**config.mk**
```make
export PLATFORM = sky130hd
export DESIGN_NAME = ram_rd_stream
export DESIGN_NICKNAME = d
export VERILOG_FILES = /design/src/rtl/ram_rd_stream.sv
export SDC_FILE = /design/constraint.sdc
export NUM_CORES = 1
export LEC_CHECK = 0
export ABC_AREA = 1
export CAP_MARGIN = 10
export CORE_MARGIN = 2
export CORE_UTILIZATION = 45
export DETAILED_ROUTE_END_ITERATION = 16
export PLACE_DENSITY = 0.67
export RECOVER_POWER = 25
export SLEW_MARGIN = 0
export SYNTH_ARGS = -nofsm -noshare
export SYNTH_HDL_FRONTEND = slang
export SYNTH_SLANG_ARGS = --single-unit
```
**constraint.sdc**
```tcl
create_clock -name clk -period 5.6 [get_ports clk]
set_input_delay 0.56 -clock clk [delete_from_list [all_inputs] [get_ports clk]]
set_output_delay 0.56 -clock clk [all_outputs]
set_load 0.1 [all_outputs]
```
**src/rtl/ram_rd_stream.sv**
```systemverilog
// Burst read streamer: issues sequential RAM reads under credit control and replays
// the returned words as a valid/ready stream. RAM_RD_STREAM_ABORT_EN adds cmd_abort.
module ram_rd_stream #(
  parameter int DATA_WIDTH = 32,
  parameter int ADDR_WIDTH = 12,
  parameter int LEN_WIDTH  = 13,
  parameter int BUF_DEPTH  = 4
) (
  input  logic                  clk,
  input  logic                  rst_n,
  input  logic                  cmd_vld,
  output logic                  cmd_rdy,
  input  logic [ADDR_WIDTH-1:0] cmd_addr,
  input  logic [LEN_WIDTH-1:0]  cmd_len,
`ifdef RAM_RD_STREAM_ABORT_EN
  input  logic                  cmd_abort,
`endif
  output logic                  busy,
  output logic                  done,
  output logic                  ram_wr_en,
  output logic                  ram_addr_vld,
  output logic [ADDR_WIDTH-1:0] ram_addr,
  input  logic                  ram_dout_vld,
  input  logic [DATA_WIDTH-1:0] ram_dout,
  output logic                  m_vld,
  input  logic                  m_rdy,
  output logic [DATA_WIDTH-1:0] m_data,
  output logic                  m_last
);
  localparam int PW = $clog2(BUF_DEPTH);
  localparam int CW = PW + 1;
  localparam logic [CW-1:0] FULL_CRED = CW'(BUF_DEPTH);

  typedef enum logic [1:0] {IDLE, ISSUE, DRAIN} state_e;

  state_e                state_q, state_d;
  logic                  cmd_rdy_q, cmd_rdy_d;
  logic                  busy_q, busy_d;
  logic                  done_q, done_d;
  logic                  addr_vld_q, addr_vld_d;
  logic [ADDR_WIDTH-1:0] addr_q, addr_d;
  logic                  addr_last_q, addr_last_d;
  logic                  rd_pend_q, rd_pend_d;
  logic                  rd_last_q, rd_last_d;
  logic [LEN_WIDTH-1:0]  len_q, len_d;
  logic [LEN_WIDTH-1:0]  iss_cnt_q, iss_cnt_d;
  logic [CW-1:0]         credit_q, credit_d;

  logic [DATA_WIDTH-1:0] mem_q [BUF_DEPTH];
  logic [DATA_WIDTH-1:0] mem_d [BUF_DEPTH];
  logic [BUF_DEPTH-1:0]  last_q, last_d;
  logic [PW-1:0]         wptr_q, wptr_d, rptr_q, rptr_d;
  logic [CW-1:0]         cnt_q, cnt_d;

  logic abort, accept, issue, pop, push, wr_en, rd_en;

`ifdef RAM_RD_STREAM_ABORT_EN
  assign abort = cmd_abort & (state_q != IDLE);
`else
  assign abort = 1'b0;
`endif

  assign accept = cmd_vld & cmd_rdy_q & (state_q == IDLE);
  assign pop    = m_vld & m_rdy;
  // rd_pend_q marks the cycle a read's data is due; anything else is stray
  assign push   = ram_dout_vld & rd_pend_q;

  always_comb begin
    state_d     = state_q;
    cmd_rdy_d   = cmd_rdy_q;
    busy_d      = busy_q;
    done_d      = 1'b0;
    addr_d      = addr_q;
    addr_last_d = 1'b0;
    len_d       = len_q;
    iss_cnt_d   = iss_cnt_q;
    issue       = 1'b0;
    rd_pend_d   = addr_vld_q;
    rd_last_d   = addr_last_q;
    case (state_q)
      IDLE: begin
        cmd_rdy_d = 1'b1;
        if (accept) begin
          len_d = cmd_len;
          if (cmd_len == '0) begin
            done_d = 1'b1;
          end else begin
            issue       = 1'b1;
            addr_d      = cmd_addr;
            addr_last_d = (cmd_len == LEN_WIDTH'(1));
            iss_cnt_d   = LEN_WIDTH'(1);
            busy_d      = 1'b1;
            cmd_rdy_d   = 1'b0;
            state_d     = (cmd_len == LEN_WIDTH'(1)) ? DRAIN : ISSUE;
          end
        end
      end
      ISSUE: begin
        if (credit_q != '0) begin
          issue       = 1'b1;
          addr_d      = addr_q + ADDR_WIDTH'(1);
          addr_last_d = (iss_cnt_q == len_q - LEN_WIDTH'(1));
          iss_cnt_d   = iss_cnt_q + LEN_WIDTH'(1);
          if (addr_last_d) state_d = DRAIN;
        end
      end
      default: ;
    endcase
    if (abort) begin
      issue       = 1'b0;
      addr_d      = addr_q;
      addr_last_d = 1'b0;
      iss_cnt_d   = iss_cnt_q;
      rd_pend_d   = 1'b0;
      rd_last_d   = 1'b0;
      state_d     = DRAIN;
    end
    addr_vld_d = issue;
    credit_d   = abort ? FULL_CRED : credit_q - CW'(issue) + CW'(pop);
    // full credit in DRAIN means every issued word has left on the stream
    if ((state_q == DRAIN) && !abort && (credit_d == FULL_CRED)) begin
      done_d    = 1'b1;
      busy_d    = 1'b0;
      cmd_rdy_d = 1'b1;
      state_d   = IDLE;
    end
  end

  always_comb begin
    wr_en  = push & ~abort;
    rd_en  = pop & ~abort;
    mem_d  = mem_q;
    last_d = last_q;
    if (wr_en) begin
      mem_d[wptr_q]  = ram_dout;
      last_d[wptr_q] = rd_last_q;
    end
    wptr_d = wptr_q + PW'(wr_en);
    rptr_d = rptr_q + PW'(rd_en);
    cnt_d  = cnt_q + CW'(wr_en) - CW'(rd_en);
    if (abort) begin
      wptr_d = '0;
      rptr_d = '0;
      cnt_d  = '0;
    end
  end

  always_ff @(posedge clk or negedge rst_n) begin
    if (!rst_n) begin
      state_q     <= IDLE;
      cmd_rdy_q   <= 1'b0;
      busy_q      <= 1'b0;
      done_q      <= 1'b0;
      addr_vld_q  <= 1'b0;
      addr_q      <= '0;
      addr_last_q <= 1'b0;
      rd_pend_q   <= 1'b0;
      rd_last_q   <= 1'b0;
      len_q       <= '0;
      iss_cnt_q   <= '0;
      credit_q    <= FULL_CRED;
      mem_q       <= '{default: '0};
      last_q      <= '0;
      wptr_q      <= '0;
      rptr_q      <= '0;
      cnt_q       <= '0;
    end else begin
      state_q     <= state_d;
      cmd_rdy_q   <= cmd_rdy_d;
      busy_q      <= busy_d;
      done_q      <= done_d;
      addr_vld_q  <= addr_vld_d;
      addr_q      <= addr_d;
      addr_last_q <= addr_last_d;
      rd_pend_q   <= rd_pend_d;
      rd_last_q   <= rd_last_d;
      len_q       <= len_d;
      iss_cnt_q   <= iss_cnt_d;
      credit_q    <= credit_d;
      mem_q       <= mem_d;
      last_q      <= last_d;
      wptr_q      <= wptr_d;
      rptr_q      <= rptr_d;
      cnt_q       <= cnt_d;
    end
  end

  assign cmd_rdy      = cmd_rdy_q;
  assign busy         = busy_q;
  assign done         = done_q;
  assign ram_wr_en    = 1'b0;
  assign ram_addr_vld = addr_vld_q;
  assign ram_addr     = addr_q;
  assign m_vld        = (cnt_q != '0);
  assign m_data       = mem_q[rptr_q];
  assign m_last       = m_vld & last_q[rptr_q];

endmodule

```
==> flow_summary.rst <==
.. list-table::
   :header-rows: 1

   * - Metric
     - Value
   * - Antenna Diode Count
     - 0
   * - Minimum setup slack among reg-to-reg paths
     - 1.96 ns
   * - Count of standard-cell rows
     - 51
   * - Gr usage total
     - 0.214
   * - Required time of the critical path
     - 5.04 ns
   * - Aggregate negative setup slack
     - 0 ns
   * - Max incr delay on CP
     - 1.21 ns
   * - Number of antenna violations at the first check in global routing
     - 0
   * - Highest achievable clock rate
     - 257 MHz
   * - Leading cell types by count after synthesis
     - nand2_1, o21ai_0, dfrtp_1
   * - Number of maximum-capacitance constraint violations
     - 1
   * - Via density per instance
     - 5.21
   * - Most area-consuming cells after synthesis
     - dfrtp_1, o21ai_0, nand2_1
   * - Violations in the final reports
     - capacitance limit, slew limit
   * - Routed wire length per instance
     - roughly 15 microns
   * - Slew HR
     - -1.32
   * - Fin crit share
     - 0.695
   * - CP endpoint kind
     - output port
   * - Vias in the first global route
     - around 7500
   * - Iteration-0 DRC Markers
     - 559
   * - Cell with the largest stage delay on the worst path
     - clkdlybuf4s50_1
   * - Post-route DRC
     - 0
   * - Number of buffers added by the clock tree synthesis step
     - 17
   * - Port Buffers
     - between 100 and 150
   * - Clock insertion delay at the later pin of the skew report
     - 0.44 ns
   * - CP Max Fanout
     - 65
   * - Wire length of the first global-routing pass
     - 37100 microns
   * - TritonCTS clock tree
     - built
   * - First-pass iteration count of the detailed router
     - 5
   * - Count leader, synth
     - nand2_1
   * - Syn-to-layout area delta
     - 20.6%
   * - Mean instance size in the synthesized netlist
     - 8.14 sq um
   * - Number of top-level pins
     - 113
   * - Core Footprint
     - 0.0195 sq mm
   * - Number of buffers added for setup after CTS
     - 0
   * - Effective utilization at floorplan
     - 0.461
   * - Tightest Hold Check Type
     - register to register
   * - RSZ-0062 raised after global routing
     - no
   * - Die Footprint
     - 0.0212 sq mm
   * - Maximum root-to-sink buffer count
     - 2
   * - Run status
     - finished, violations left
   * - Number of buffers and inverters on the critical path
     - 2
   * - Minimum period implied by the final worst setup slack
     - 3.89 ns
   * - Post-detail-place hpwl
     - 13700 microns
   * - Clock Pin Slew Worst Setup and Hold Paths
     - 0.07 ns
   * - Family of cells with the greatest summed delay on the critical path
     - buffers and inverters
   * - Largest net degree at the start of global routing
     - 79
   * - Share of layout cells above drive strength 1
     - 0.0541
   * - EDFF count, synth
     - 0
   * - CTS Root Cell
     - clkbuf_16
   * - Drt total wl
     - 21600 microns
   * - Count of H-tree levels built during CTS
     - 4
   * - Die Y-Extent
     - 145 microns
   * - NumNets Final
     - 1262
   * - Cell count after placement
     - approximately 1400
   * - Setup Skew
     - 0.0121 ns
   * - DIE WIDTH
     - 145 microns
   * - Series of cell instances along the critical path
     - inv_2, o21ai_0, o22ai_1, clkdlybuf4s50_1
   * - Distinct cell type count after synthesis
     - 40
   * - Mapped Nets
     - roughly 1200
   * - Crit path arrival time
     - about 3.3 ns
   * - CTS Hold Bufs
     - 0
   * - Number of cells upsized or downsized after cts
     - 0
   * - Synth Instances
     - ~1100
   * - Syn Std Cell Area
     - 0.00901 sq mm
   * - #FFs+latches synth
     - approximately 190
   * - Total via count after detailed routing
     - between 7000 and 8000
   * - Number of nets with antenna violations after detailed routing
     - 0
   * - Final-report max-slew violation count
     - 64
   * - Startpoint kind of the worst setup timing path
     - register
   * - Final hold violation count
     - 0
   * - Classification of the worst setup path
     - register to output port
   * - Fraction of the yosys area taken by sequential cells
     - 0.525
   * - Async S/R FF share, synth
     - 1.00
   * - Post-synth top flop
     - dfrtp_1
   * - GP Congestion
     - 0.855
   * - Yosys warnings
     - 0
   * - Yosys top cell by area
     - dfrtp_1
   * - Final Instance Count excl. Fillers
     - 1467
   * - Clock sink count
     - 189
   * - Share of the synthesized area in the top cell type
     - 0.522
   * - Pin slew with the least headroom to its limit
     - 3.49 ns
   * - Final setup violation count
     - 0
   * - Overflow left after global routing
     - 0
==> flip-flops by register name, summed over array words and instances, names as in the netlist, 3 cells and up <==
register	count
len_q	13
mem_q	128
iss_cnt_q	13
last_q	4
credit_q	3
cnt_q	3
ram_addr	12
==> per-stage QoR <==
| step | hold slack [ns] | instance area, sq um | setup slack [ns] | utilization |
|---|---|---|---|---|
| CTS | 0.122 | 10900 | 1.74 | 0.557 |
| detailed placement | 0.347 | 10300 | 1.48 | 0.528 |
| global route | 0.382 | 10900 | 1.16 | 0.556 |
| finish | 0.362 | 10900 | 1.71 | 0.556 |
| floorplan | 0.264 | 9010 | 1.99 | - |
| global placement | 0.333 | 10300 | 1.59 | 0.528 |
==> area by class of cell <==
class / instances / area (sq um)
fill: 1828 / 8660
sequential: 189 / 4730
multi-input combinational: 760 / 3690
timing repair buffer: 120 / 1170
clock buffer: 17 / 425
inverter: 101 / 382
tap: 265 / 332
clock inverter: 15 / 129
==> logic make-up after synthesis <==
family,after synthesis,synth area share
other,1,0.000416
flip-flops,189,0.525
AND/OR/NAND/NOR,437,0.200
XOR/XNOR,20,0.0194
multiplexers,1,0.00125
AO/OA/AOI/OAI,290,0.170
buffers and inverters,157,0.0670
adder cells (fa/ha/maj),11,0.0169
==> cell usage in the layout, fill, tap and decap left out, drive strengths merged, types with 14 or more instances in the layout <==
cell and instances:
a21oi 45, nor2 154, inv 109, clkbuf 18, nand2 229, o21ai 197, dfrtp 188, clkdlybuf4s50 109
xor2 14, o22ai 33, nand3 29
==> routing by layer <==
layer	wire, microns	GRT usage	share of wire
met5	0	0	0
met4	310	0.0618	0.014
met3	1100	0.0417	0.051
met2	9910	0.336	0.46
met1	10300	0.304	0.48
==> worst paths after layout <==
path	start	endpoint	depth (start not counted)
max in group asynchronous	rst_n	iss_cnt_q[3]	2
worst min register to register	addr_last_q	rd_last_q	0
worst min-delay path	addr_last_q	rd_last_q	0
worst max register to register	state_q[0]	cmd_rdy	15
worst max-delay path	rptr_q[0]	m_data[1]	4
min in group asynchronous	rst_n	mem_q[8]	1
Power is left out: the tool's default activity adds up to more than one toggle a clock period on the data nets, which glitch-free logic cannot reach.
